===== config.mk =====
export PLATFORM = sky130hd
export DESIGN_NAME = log2_share_arb
export DESIGN_NICKNAME = d
export VERILOG_FILES = /design/src/rtl/log2_share_pkg.sv /design/src/rtl/Log2highacc.sv /design/src/rtl/log2_rr_pick.sv /design/src/rtl/log2_share_arb.sv
export SDC_FILE = /design/constraint.sdc
export NUM_CORES = 1
export LEC_CHECK = 0
export CAP_MARGIN = 20
export CORE_MARGIN = 2
export CORE_UTILIZATION = 42
export CTS_BUF_LIST = sky130_fd_sc_hd__clkbuf_4
export CTS_CLUSTER_SIZE = 20
export DETAILED_ROUTE_END_ITERATION = 12
export PLACE_DENSITY_LB_ADDON = 0.1
export SYNTH_ARGS = -nofsm -noshare
export SYNTH_HDL_FRONTEND = slang
export SYNTH_HIERARCHICAL = 1
export SYNTH_SLANG_ARGS = --single-unit

===== constraint.sdc =====
create_clock -name clk -period 4 [get_ports clk]
set_input_delay 0.4 -clock clk [delete_from_list [all_inputs] [get_ports clk]]
set_output_delay 0.4 -clock clk [all_outputs]
set_load 0.02 [all_outputs]

===== src/rtl/log2_share_pkg.sv =====
// rtl/log2_share_pkg.sv - shared constants and types for the log2 sharing arbiter
package log2_share_pkg;

    localparam int LOG2_LATENCY = 3;
    localparam int LOG2_IN_W    = 24;
    localparam int LOG2_OUT_W   = 12;

    typedef logic [LOG2_IN_W-1:0]  log2_in_t;
    typedef logic [LOG2_OUT_W-1:0] log2_out_t;

    // Operand 1.0 in 16.8 format: the idle value of the log input and the clamp floor
    localparam log2_in_t LOG2_ONE = 24'h000100;

    // Tag field widths; the id width depends on NUM_REQ and lives in the top
    localparam int TAG_VALID_W = 1;
    localparam int TAG_UF_W    = 1;

endpackage


===== src/rtl/Log2highacc.sv =====
// rtl/Log2highacc.sv - 3-stage pipelined log2, 16.8 unsigned in, 4.8 out, 64-entry fraction LUT
module Log2highacc
    import log2_share_pkg::*;
(
    input  logic      clk,
    input  log2_in_t  din,
    output log2_out_t dout
);

    // round(256 * log2(1 + k/64)) for the six mantissa bits below the leading one
    localparam logic [7:0] FRAC_LUT [64] = '{
        8'd0,   8'd6,   8'd11,  8'd17,  8'd22,  8'd28,  8'd33,  8'd38,
        8'd44,  8'd49,  8'd54,  8'd59,  8'd63,  8'd68,  8'd73,  8'd78,
        8'd82,  8'd87,  8'd92,  8'd96,  8'd100, 8'd105, 8'd109, 8'd113,
        8'd118, 8'd122, 8'd126, 8'd130, 8'd134, 8'd138, 8'd142, 8'd146,
        8'd150, 8'd154, 8'd157, 8'd161, 8'd165, 8'd169, 8'd172, 8'd176,
        8'd179, 8'd183, 8'd186, 8'd190, 8'd193, 8'd197, 8'd200, 8'd203,
        8'd207, 8'd210, 8'd213, 8'd216, 8'd220, 8'd223, 8'd226, 8'd229,
        8'd232, 8'd235, 8'd238, 8'd241, 8'd244, 8'd247, 8'd250, 8'd253
    };

    log2_in_t   x_d, x_q;
    logic [4:0] msb;
    logic [3:0] int_d, int_q;
    logic [5:0] mant_d, mant_q;
    log2_out_t  y_d, y_q;

    // Leading-one search, integer part and normalised mantissa of the registered operand
    always_comb begin
        x_d = din;
        msb = '0;
        for (int i = 0; i < LOG2_IN_W; i++) begin
            if (x_q[i]) msb = 5'(i);
        end
        int_d  = 4'(msb - 5'd8);
        mant_d = 6'((x_q << (5'd23 - msb)) >> 17);
        y_d    = {int_q, FRAC_LUT[mant_q]};
    end

    // Pipeline registers; the unit has no reset and no stall
    always_ff @(posedge clk) begin
        x_q    <= x_d;
        int_q  <= int_d;
        mant_q <= mant_d;
        y_q    <= y_d;
    end

    assign dout = y_q;

endmodule


===== src/rtl/log2_rr_pick.sv =====
// rtl/log2_rr_pick.sv - combinational round-robin picker starting one past the pointer
module log2_rr_pick #(
    parameter int NUM_REQ = 4,
    parameter int ID_W    = $clog2(NUM_REQ)
) (
    input  logic [NUM_REQ-1:0] req,
    input  logic [ID_W-1:0]    ptr,
    input  logic               en,
    output logic [NUM_REQ-1:0] grant,
    output logic [ID_W-1:0]    idx,
    output logic               any
);

    int cand;

    // Walk candidates ptr+1 .. ptr+NUM_REQ (mod NUM_REQ); first valid one wins
    always_comb begin
        grant = '0;
        idx   = '0;
        any   = 1'b0;
        cand  = 0;
        for (int off = 1; off <= NUM_REQ; off++) begin
            cand = int'(ptr) + off;
            if (cand >= NUM_REQ) cand = cand - NUM_REQ;
            if (en && !any && req[cand]) begin
                any         = 1'b1;
                idx         = ID_W'(cand);
                grant[cand] = 1'b1;
            end
        end
    end

endmodule


===== src/rtl/log2_share_arb.sv =====
// rtl/log2_share_arb.sv - round-robin sharing of one Log2highacc; optional clamp via LOG2_SHARE_CLAMP_EN
module log2_share_arb
    import log2_share_pkg::*;
#(
    parameter int NUM_REQ = 4,
    parameter int ID_W    = $clog2(NUM_REQ)
) (
    input  logic                     clk,
    input  logic                     reset_n,
    input  logic                     en,
    input  logic [NUM_REQ-1:0]       req_valid,
    input  logic [NUM_REQ-1:0][23:0] req_data,
    output logic [NUM_REQ-1:0]       req_ready,
    output logic [NUM_REQ-1:0]       res_valid,
    output logic [11:0]              res_data,
    output logic [ID_W-1:0]          res_id,
    output logic                     busy
`ifdef LOG2_SHARE_CLAMP_EN
    ,
    output logic                     underflow
`endif
);

    localparam int LAST = LOG2_LATENCY - 1;

    typedef struct packed {
        logic            valid;
`ifdef LOG2_SHARE_CLAMP_EN
        logic            uf;
`endif
        logic [ID_W-1:0] id;
    } tag_t;

    tag_t            tag_d [LOG2_LATENCY];
    tag_t            tag_q [LOG2_LATENCY];
    logic [ID_W-1:0] ptr_d, ptr_q;
    logic [ID_W-1:0] pick_idx;
    logic            pick_any;
    logic [NUM_REQ-1:0] pick_grant;
    log2_in_t        log_in;
    log2_out_t       log_out;
    logic            new_uf;

    // Grants are suppressed during reset so req_ready reads 0 while reset_n is low
    log2_rr_pick #(
        .NUM_REQ (NUM_REQ),
        .ID_W    (ID_W)
    ) u_pick (
        .req   (req_valid),
        .ptr   (ptr_q),
        .en    (en & reset_n),
        .grant (pick_grant),
        .idx   (pick_idx),
        .any   (pick_any)
    );

    assign req_ready = pick_grant;

    // Operand mux: granted operand, or 1.0 on idle cycles
    always_comb begin
        log_in = LOG2_ONE;
        new_uf = 1'b0;
        if (pick_any) begin
            log_in = req_data[pick_idx];
`ifdef LOG2_SHARE_CLAMP_EN
            if (req_data[pick_idx] < LOG2_ONE) begin
                log_in = LOG2_ONE;
                new_uf = 1'b1;
            end
`endif
        end
    end

    Log2highacc u_log2 (
        .clk  (clk),
        .din  (log_in),
        .dout (log_out)
    );

    // Next tag pipeline and pointer: a tag or bubble enters every cycle, pointer follows grants
    always_comb begin
        tag_d[0]       = '0;
        tag_d[0].valid = pick_any;
        tag_d[0].id    = pick_any ? pick_idx : '0;
`ifdef LOG2_SHARE_CLAMP_EN
        tag_d[0].uf    = new_uf;
`endif
        for (int i = 1; i < LOG2_LATENCY; i++) begin
            tag_d[i] = tag_q[i-1];
        end
        ptr_d = pick_any ? pick_idx : ptr_q;
    end

    // Tag shift register and pointer; reset discards everything in flight
    always_ff @(posedge clk or negedge reset_n) begin
        if (!reset_n) begin
            for (int i = 0; i < LOG2_LATENCY; i++) begin
                tag_q[i] <= '0;
            end
            ptr_q <= ID_W'(NUM_REQ - 1);
        end else begin
            tag_q <= tag_d;
            ptr_q <= ptr_d;
        end
    end

    // Result strobe decode and in-flight indication
    always_comb begin
        res_valid = '0;
        if (tag_q[LAST].valid) res_valid[tag_q[LAST].id] = 1'b1;
        busy = 1'b0;
        for (int i = 0; i < LOG2_LATENCY; i++) begin
            busy = busy | tag_q[i].valid;
        end
    end

    assign res_id   = tag_q[LAST].id;
    assign res_data = log_out;

`ifdef LOG2_SHARE_CLAMP_EN
    assign underflow = tag_q[LAST].valid & tag_q[LAST].uf;
`else
    logic unused_uf;
    assign unused_uf = new_uf;
`endif

endmodule


==> run metrics, run 1 <==
outcome finished clean; number of warnings issued by yosys 14; clock tree from TritonCTS built; number of iterations in the first detailed-routing pass 6; number of endpoints failing setup at the final stage 0; clock latency reported for the late side of the worst-skew pair 0.41 ns; Worst EP required 3.60 ns; dominant combinational cell family by area after synthesis compound AO/OA/AOI/OAI gates; number of placed cells counting well taps 726; first-pass GRT wire length 18600 um; headroom to the max-slew limit 43.6%; Cell Count, Final, Fillers Out 742; Synth cell types 75; final period demand of the worst path 3.80 ns; global-route total usage across every layer 20.2%; leakage 0.00215 uW; DRT antenna net count 0; Top FF cell, synth dfxtp_1; met2 usage in global routing 33.4%; RSZ-0062 raised after global routing no; input/output buffers 125; post-synthesis cell type with the largest combined area dfxtp_1; Mapped Cells 495; final estimated routing congestion in global placement 0.868; Core Region 0.00986 mm2; DR WL/cell 15.2 um; I/O pin cnt 126; number of max-cap violations 0; routed via count 4214; Slew Viols, Final 0; met3 layer usage reported by global route 5.57%; register bit total from synthesis 57; global-route met1 utilization 25.3%; XOR/XNOR share of the synthesized area 0.610%; Post-Synth Adder-Cell Area 4.36%; number of clock sinks seen by CTS 57; Die Span X 105 um; post-synthesis instance area 0.00431 mm2; net count of the finished layout 722; pin count of the biggest net entering global routing 50; Die Outline Area 0.0111 mm2; GRT Residual Overflow 0; Hold Vio Cnt, Final 0; Rows 36; number of synthesized flops with an enable pin 0; worst clock skew on the final layout 0.0284 ns; die boundary height 105 um; largest cells by area after synthesis dfxtp_1 21%, mux2i_1 17%, dfrtp_1 5.2%; slew at the pin with the worst max-slew slack 0.845 ns; drt drc 0; DRT Wirelength 11300 um; mux share of post-synthesis cell area 21.8%; global routing's busiest layer met2; Post-CTS Setup Repair Bufs 0; syn_area_per_cell 8.71 um2; Antenna diodes 0; antenna violations before repair 0; TritonCTS buffer count 9; share of cells above drive strength 1 8.87%; Compound-Gate Fraction of Synth Area 22.7%; number of global-route vias before repair 4054; basic-gate share of the synthesized area counting and, or, nand and nor cells 15.5%; type of the worst min-delay path input port to async pin; TNS Setup 0 ns; Iteration-0 DRC Markers 345; clock transition at the register clock pins on the worst setup and hold paths after CTS 0.12 ns; sequential cell area fraction in the yosys report 27.8%; Detail Placement HPWL 8570 um; f_max 263 MHz; clock root buffer clkbuf_4; category of the critical setup timing path flip-flop to output pin; starting density of the core 43.7%; type of origin of the critical path flip-flop; power density over the cells 583 mW/mm2; largest buffer count on any clock path 2; Synth async-reset ratio 19.3%; area grow syn2layout 32.8%; critical path data arrival time 3.40 ns; Filler cells 885; maximum fanout encountered on the critical timing path 16; CTS H-tree lvls 3; synthesized net count 613; period utilisation layout 95.1%; endpoint kind of the worst setup timing path output pin; share of the synthesized area in the top cell type 21.4%; Vias per Instance 5.68; highest ir drop seen on vdd 264 uV
-- report_power, final --
part | switching [uW] | internal [uW]
Sequential | 233 | 734
Clock | 227 | 199
Combinational | 1030 | 916
-- layer usage --
layer / vias to the layer above / share of wire [%]
met5: - / 0
met4: 0 / 1.9
met3: 19 / 6.9
met2: 183 / 48
met1: 1953 / 44
li1: 2059 / -
-- through the flow --
step / cell area [um2] / power, uW / utilization, % / setup slack (ns) / hold slack [ns]
finish: 5720 / 3330 / 58.0 / 0.197 / 0.280
global placement: 5560 / 2850 / 56.4 / 0.557 / 0.313
floorplan: 4310 / 2400 / - / 0.871 / 0.104
CTS: 5710 / 3320 / 57.9 / 0.00907 / 0.261
detailed placement: 5560 / 2880 / 56.4 / 0.436 / 0.313
global route: 5720 / 3600 / 58.0 / 0.0148 / 0.263
-- layout make-up --
cell class | instances | area [um2] | share of cell area, %
clock buffers | 10 | 75.1 | 1.31
repair buffers | 131 | 1310 | 22.9
flip-flops and latches | 57 | 1200 | 21.0
clock inverters | 6 | 67.6 | 1.18
well taps | 133 | 166 | 2.91
multi-input cells | 383 | 2820 | 49.2
inverters | 22 | 85.1 | 1.49
-- path summary, 6_finish.rpt --
check / startpoint / endpoint / slack (ns) / depth (start not counted)
setup / recovery: ptr_q[0] / req_ready[0] / 0.20 / 7
hold / removal: reset_n / tag_d[2] / 0.28 / 2
setup reg to reg: ptr_q[0] / u_log2/x_q[1] / 0.61 / 8
hold reg to reg: u_log2/int_q[2] / u_log2/dout[10] / 0.34 / 0
max in group asynchronous: reset_n / ptr_q[1] / 3.51 / 2
min in group clk: u_log2/int_q[2] / u_log2/dout[10] / 0.34 / 0
-- logic make-up (layout without fill, tap and decap cells) --
| logic type | after synthesis | count (layout) |
|---|---|---|
| muxes | 87 | 87 |
| adders and majority gates | 15 | 15 |
| AOI/OAI and AO/OA | 146 | 146 |
| xor gates and xnor gates | 3 | 3 |
| DFF | 57 | 57 |
| buffers and inverters | 55 | 169 |
| and+or+nand+nor | 132 | 132 |
-- synthesized netlist by cell type (5+ instances only) --
cell       n
nor2_1    36
buf_2     12
o22ai_1   28
and2_1     6
o211ai_1   5
o21ai_0   28
nand2b_1   6
mux2i_1   72
o221ai_1   5
inv_1     17
nand2_1   39
ha_1      15
a21oi_1   35
nor3_1     7
nor4_1     5
dfxtp_1   46
mux2_2     9
clkbuf_1   9
dfrtp_1    9
nand3_1    8
-- critical path, cell delays in order (launching register included) --
cell             delay (ns)
dfstp_4                0.73
inv_1                  0.17
ha_4                   0.36
mux4_2                 0.54
nor3_2                 0.19
and2_2                 0.24
a221o_1                0.16
clkdlybuf4s50_1        0.60
-- cells in the final DEF, fill, tap and decap left out, drive strengths merged, types with 3 or more instances in the layout --
cell type,count
o21bai,3
and3,3
nor2,37
a22o,4
clkdlybuf4s50,125
nand3,8
a31oi,3
dfxtp,46
o211ai,5
a21oi,36
clkbuf,10
clkinv,4
mux4,4
o311ai,4
a211oi,4
a311oi,4
o22ai,28
mux2i,72
nand3b,3
and2,7
nand2b,6
a221o,4
inv,21
nor2b,5
o221ai,6
nor3,8
ha,15
dfrtp,9
buf,6
mux2,11
o21ai,30
nand2,39
nor4,5
-- what timing repair did --
action / 4_1_cts / 5_1_grt
endpoints found under the setup margin: 0 / 4
resized for setup: 0 / 3
hold buffers: 0 / 0
-- registers in the layout (all words and copies together), names as in the netlist --
register / count
tag_d: 6
u_log2/int_q: 4
u_log2/mant_q: 6
u_log2/x_q: 24
ptr_q: 2
res_id: 2
tag_q: 1
u_log2/dout: 12
Note: power is estimated with default switching activity, not from simulation.
==> inputs of run 2 (changes only) <==
CORE_UTILIZATION = 35   (was 42)
==> run 2 against run 1 <==
Largest cell class unchanged. Critical path depth stayed put. Utilization is 10 points lower. Combinational power hardly changed. Clock power is 21% lower. Via count is 1.6% lower. Sequential cell count stayed put. Sequential power is 0.4% higher. Final cell count is 2.3% higher. Critical path type unchanged. Clock skew is 0.017 ns lower. Fmax is 0.11% higher.
==> run metrics, run 2 (synthesized netlist as in run 1, its figures left out) <==
final estimated routing congestion in global placement 0.840 (-3.2%); DRT Wirelength 11900 um (+5.4%); origin of the critical flop-to-flop path ptr_q[0]; starting density of the core 35.9% (-7.8 points); DR WL/cell 15.7 um (+3.0%); global-route total usage across every layer 18.0% (-2.3 points); outcome finished clean; most frequent cells in the layout 123 x clkdlybuf4s50_1, 72 x mux2i_1, 46 x dfxtp_1, 39 x nand2_1, 36 x nor2_1; critical path data arrival time 3.40 ns (about the same); RSZ-0062 raised after global routing no; input/output buffers 125 (unchanged); most common cell after layout, fill and taps aside clkdlybuf4s50_1; clock tree from TritonCTS built; Die Span X 115 um (+9.2%); TNS Setup 0 ns (unchanged); GRT Residual Overflow 0 (unchanged); number of global-route vias before repair 3924 (-3.2%); f_max 263 MHz (+0.11%); Rows 40 (+11%); launching instance or port of the critical path ptr_q[0]; Reg2Reg Depth 9 (+1); CTS H-tree lvls 3 (unchanged); number of clock sinks seen by CTS 57 (unchanged); Detail Placement HPWL 9160 um (+6.9%); area grow syn2layout 32.9% (about the same); Worst EP required 3.60 ns (about the same); type of the worst min-delay path input port to async pin; number of endpoints failing setup at the final stage 0 (unchanged); slew at the pin with the worst max-slew slack 0.827 ns (-0.0179 ns); first-pass GRT wire length 19300 um (+4.1%); Hold Vio Cnt, Final 0 (unchanged); Pwr Total 3260 uW (-2.2%); DRT antenna net count 0 (unchanged); placed cell area 0.00560 mm2 (+0.58%); hold buffer count at cts 0 (unchanged); largest buffer count on any clock path 2 (unchanged); number of max-cap violations 0 (unchanged); power density over the cells 569 mW/mm2 (-2.3%); TritonCTS buffer count 9 (unchanged); final design instance area without fill 0.00573 mm2 (about the same); leakage 0.00217 uW (+1.3%); maximum fanout encountered on the critical timing path 16 (unchanged); Slew Viols, Final 0 (unchanged); endpoint kind of the worst setup timing path output pin; period utilisation layout 95.0% (-0.11 points); pin count of the biggest net entering global routing 50 (unchanged); capture point of the critical path req_ready[2]; Storage cell area 0.00120 mm2 (unchanged); headroom to the max-slew limit 44.8% (+1.1 points); area used by multi-input combinational logic 0.00282 mm2 (unchanged); Die Outline Area 0.0132 mm2 (+19%); clock transition at the register clock pins on the worst setup and hold paths after CTS 0.10 ns (-0.02 ns); number of iterations in the first detailed-routing pass 5 (-1); share of cells above drive strength 1 8.84% (-0.029 points); largest register by flop count u_log2/x_q; flop2flop setup slack 0.64 ns (+0.03 ns); antenna violations before repair 1 (+1); category of the critical setup timing path flip-flop to output pin; clock root buffer clkbuf_4; net count of the finished layout 724 (+0.28%); I/O pin cnt 126 (unchanged); Vias per Instance 5.46 (-3.8%); type of origin of the critical path flip-flop; number of flip-flops in the largest register 24 (unchanged); Min Hold Slack 0.289 ns (+0.00869 ns); clock latency reported for the late side of the worst-skew pair 0.40 ns (about the same); die boundary height 115 um (+9.2%); Iteration-0 DRC Markers 254 (-26%); final period demand of the worst path 3.80 ns (-0.00421 ns); drt drc 0 (unchanged); terminus of the critical flop-to-flop path u_log2/x_q[8]; routed via count 4147 (-1.6%); Core Region 0.0120 mm2 (+22%); Filler cells 1173 (+33%); highest ir drop seen on vdd 198 uV (-25%); worst clock skew on the final layout 0.0114 ns (-0.0170 ns)
==> run 2: cell types whose count changed in the layout (fill, tap and decap cells not counted), sizes merged, moves of 2 or more <==
cell	previous run	this run
buf	6	8
clkdlybuf4s50	125	123
clkinv	4	7
dlymetal6s2s	0	2
==> run 2: power by group <==
group          switching (uW)  internal, uW
logic                    1030           927
registers                 237           734
clock network             215           120
==> run 2: repair_timing <==
item	CTS	global route
resized for setup	1	4
buffers inserted	0	0
setup endpoints to repair	2	4
endpoints found under the hold margin	0	0
==> run 2: area by class of cell <==
class / instances / share of cell area (%)
clock inverters: 7 / 0.656
multi-input cells: 383 / 49.2
clock buffers: 9 / 1.18
flip-flops and latches: 57 / 21.0
inverters: 22 / 1.49
repair buffers: 133 / 23.2
diodes: 1 / 0.0437
well taps: 147 / 3.21
==> run 2: worst min path at each step <==
stage	to	slack, ns	depth (start not counted)
2_1_floorplan	res_id[0]	0.10	0
3_3_place_gp	u_log2/dout[11]	0.31	0
3_5_place_dp	u_log2/dout[8]	0.31	0
4_1_cts	res_id[0]	0.27	2
5_1_grt	res_id[1]	0.30	2
6_report	res_id[0]	0.29	2
==> run 2: critical path: stages (launching register included) <==
cell,delay (ns)
dfstp_4,0.72
inv_1,0.17
ha_4,0.36
mux4_2,0.54
nor3_2,0.21
and2_2,0.25
a221o_1,0.15
clkdlybuf4s50_1,0.60
==> run 2: layer usage <==
layer	GRT usage [%]	part of all wire [%]	up-vias
met5	0	0	-
met4	5.54	1.0	0
met3	4.11	7.2	10
met2	27.6	45	148
met1	25.1	46	1917
li1	-	-	2072
==> run 2: stage by stage <==
step / worst slack [ns] / utilization [%] / cells
finish: 0.201 / 47.7 / 759
global route: 0.00644 / 47.7 / 759
CTS: 0.0372 / 47.5 / 758
detailed placement: 0.423 / 46.6 / 742
global placement: 0.522 / 46.6 / 742
floorplan: 0.871 / - / 495
==> inputs of run 3 (changes only) <==
CORE_UTILIZATION = 50   (was 35)
==> run 3 against run 2 <==
Hold slack improved by 0.0089 ns. Largest power group unchanged. Routed wire length is 2.6% higher. Critical path depth is the same. Combinational power about the same. Setup slack better by 0.034 ns. Clock power increased by 22%. Final cell count shrank 5.8%.
==> run metrics, run 3 (synthesized netlist as in run 1, its figures left out) <==
outcome finished clean; clock root buffer clkbuf_4; RSZ-0062 raised after global routing no; endpoint kind of the worst setup timing path output pin; routed length on met2 5660 um (+4.8%); largest register by flop count u_log2/x_q; period utilisation layout 94.1% (-0.85 points); maximum fanout encountered on the critical timing path 16 (unchanged); pin count of the biggest net entering global routing 50 (unchanged); clock latency reported for the late side of the worst-skew pair 0.39 ns (about the same); critical path data arrival time 3.36 ns (-0.04 ns); Die Span X 96.8 um (-16%); number of flip-flops in the largest register 24 (unchanged); category of the critical setup timing path flip-flop to output pin; final period demand of the worst path 3.76 ns (-0.0339 ns); type of the worst min-delay path input port to async pin; Core Region 0.00830 mm2 (-31%); Vias per Instance 5.97 (+9.3%); most common cell after layout, fill and taps aside clkdlybuf4s50_1; number of endpoints failing setup at the final stage 0 (unchanged); Rows 33 (-18%); global-route total usage across every layer 26.2% (+8.3 points); detailed route wirelength on metal3 924 um (+7.8%); Iteration-0 DRC Markers 316 (+24%); largest buffer count on any clock path 2 (unchanged); highest ir drop seen on vdd 261 uV (+32%); Min Hold Slack 0.298 ns (+0.00890 ns); worst slack at placement 0.436 ns (+0.0131 ns); clock transition at the register clock pins on the worst setup and hold paths after CTS 0.10 ns (about the same); GRT Residual Overflow 0 (unchanged); TritonCTS buffer count 9 (unchanged); Filler cells 681 (-42%); DR WL/cell 17.1 um (+8.9%); clock tree from TritonCTS built; Hold Vio Cnt, Final 0 (unchanged); first-pass GRT wire length 20400 um (+5.8%); share of cells above drive strength 1 8.85% (+0.014 points); number of max-cap violations 0 (unchanged); headroom to the max-slew limit 41.8% (-3.0 points); f_max 266 MHz (+0.90%); Slew Viols, Final 0 (unchanged); type of origin of the critical path flip-flop; worst clock skew on the final layout 0.0120 ns (+0.000605 ns); power density over the cells 589 mW/mm2 (+3.5%); Setup WS post-layout 0.235 ns (+0.0339 ns); slew at the pin with the worst max-slew slack 0.873 ns (+0.0458 ns); post-route met1 wirelength 5400 um (-2.4%); die boundary height 96.8 um (-16%); drt drc 0 (unchanged); TNS Setup 0 ns (unchanged); Die Outline Area 0.00938 mm2 (-29%); antenna violations before repair 0 (-1); number of iterations in the first detailed-routing pass 6 (+1); area grow syn2layout 32.0%; DRT Wirelength 12200 um (+2.6%); Detail Placement HPWL 9350 um (+2.1%); routed via count 4269 (+2.9%); number of global-route vias before repair 4145 (+5.6%); final estimated routing congestion in global placement 0.931 (+11%); DR top layer met4; leakage 0.00215 uW (-1.2%); DRT antenna net count 0 (unchanged); starting density of the core 51.9% (+16 points); Worst EP required 3.60 ns (about the same); net count of the finished layout 723 (-0.14%); I/O pin cnt 126 (unchanged); Antenna diodes 0 (-1); most frequent cells in the layout 125 x clkdlybuf4s50_1, 72 x mux2i_1, 46 x dfxtp_1, 39 x nand2_1, 36 x nor2_1; number of clock sinks seen by CTS 57 (unchanged); input/output buffers 125 (unchanged); CTS H-tree lvls 3 (unchanged)
-- run 3: routing by layer --
metal,GRT usage (%),vias up
met3,5.42,25
met1,35.8,1988
li1,-,2060
met4,9.86,0
met2,40.9,196
met5,0,-
-- run 3: path summary, 6_finish.rpt --
check | start | endpoint | slack (ns) | cells after the start
setup / recovery | ptr_q[0] | req_ready[1] | 0.24 | 7
hold / removal | reset_n | tag_d[4] | 0.30 | 2
setup reg to reg | ptr_q[0] | u_log2/x_q[3] | 0.57 | 8
hold reg to reg | u_log2/int_q[0] | u_log2/dout[8] | 0.34 | 0
max in group asynchronous | reset_n | ptr_q[1] | 3.47 | 2
min in group clk | u_log2/int_q[0] | u_log2/dout[8] | 0.34 | 0
-- run 3: repair_timing --
action / in CTS / in global routing
hold buffers: 0 / 0
endpoints found under the setup margin: 0 / 4
buffers inserted: 0 / 0
endpoints found under the hold margin: 0 / 0
resized for setup: 0 / 3
-- run 3: power by group --
group          leakage, uW  internal (uW)  total [uW]  switching, uW
clock            0.0000698            193         408            214
sequential        0.000525            735         976            241
combinational      0.00155            921        1970           1050
-- run 3: worst max-delay path, cell delays in order (launching register included) --
cell and delay (ns):
dfstp_4 0.72, inv_1 0.17, ha_4 0.36, mux4_2 0.54, nor3_2 0.18, and2_2 0.24, a221o_1 0.17, clkdlybuf4s50_1 0.61
-- run 3: area by class of cell --
class | count | area (um2) | area share (%)
Clock buffer | 10 | 75.1 | 1.32
Clock inverter | 6 | 58.8 | 1.03
Inverter | 22 | 85.1 | 1.50
Multi-Input combinational cell | 383 | 2820 | 49.5
Sequential cell | 57 | 1200 | 21.1
Tap cell | 105 | 131 | 2.31
Timing Repair Buffer | 132 | 1320 | 23.1
-- run 3: stage by stage --
stage,cells,power [uW],util (%),instance area [um2]
global route,715,3620,68.5,5690
finish,715,3350,68.5,5690
floorplan,495,2400,-,4310
detailed placement,699,2910,66.7,5540
CTS,715,3330,68.3,5670
global placement,699,2880,66.7,5540
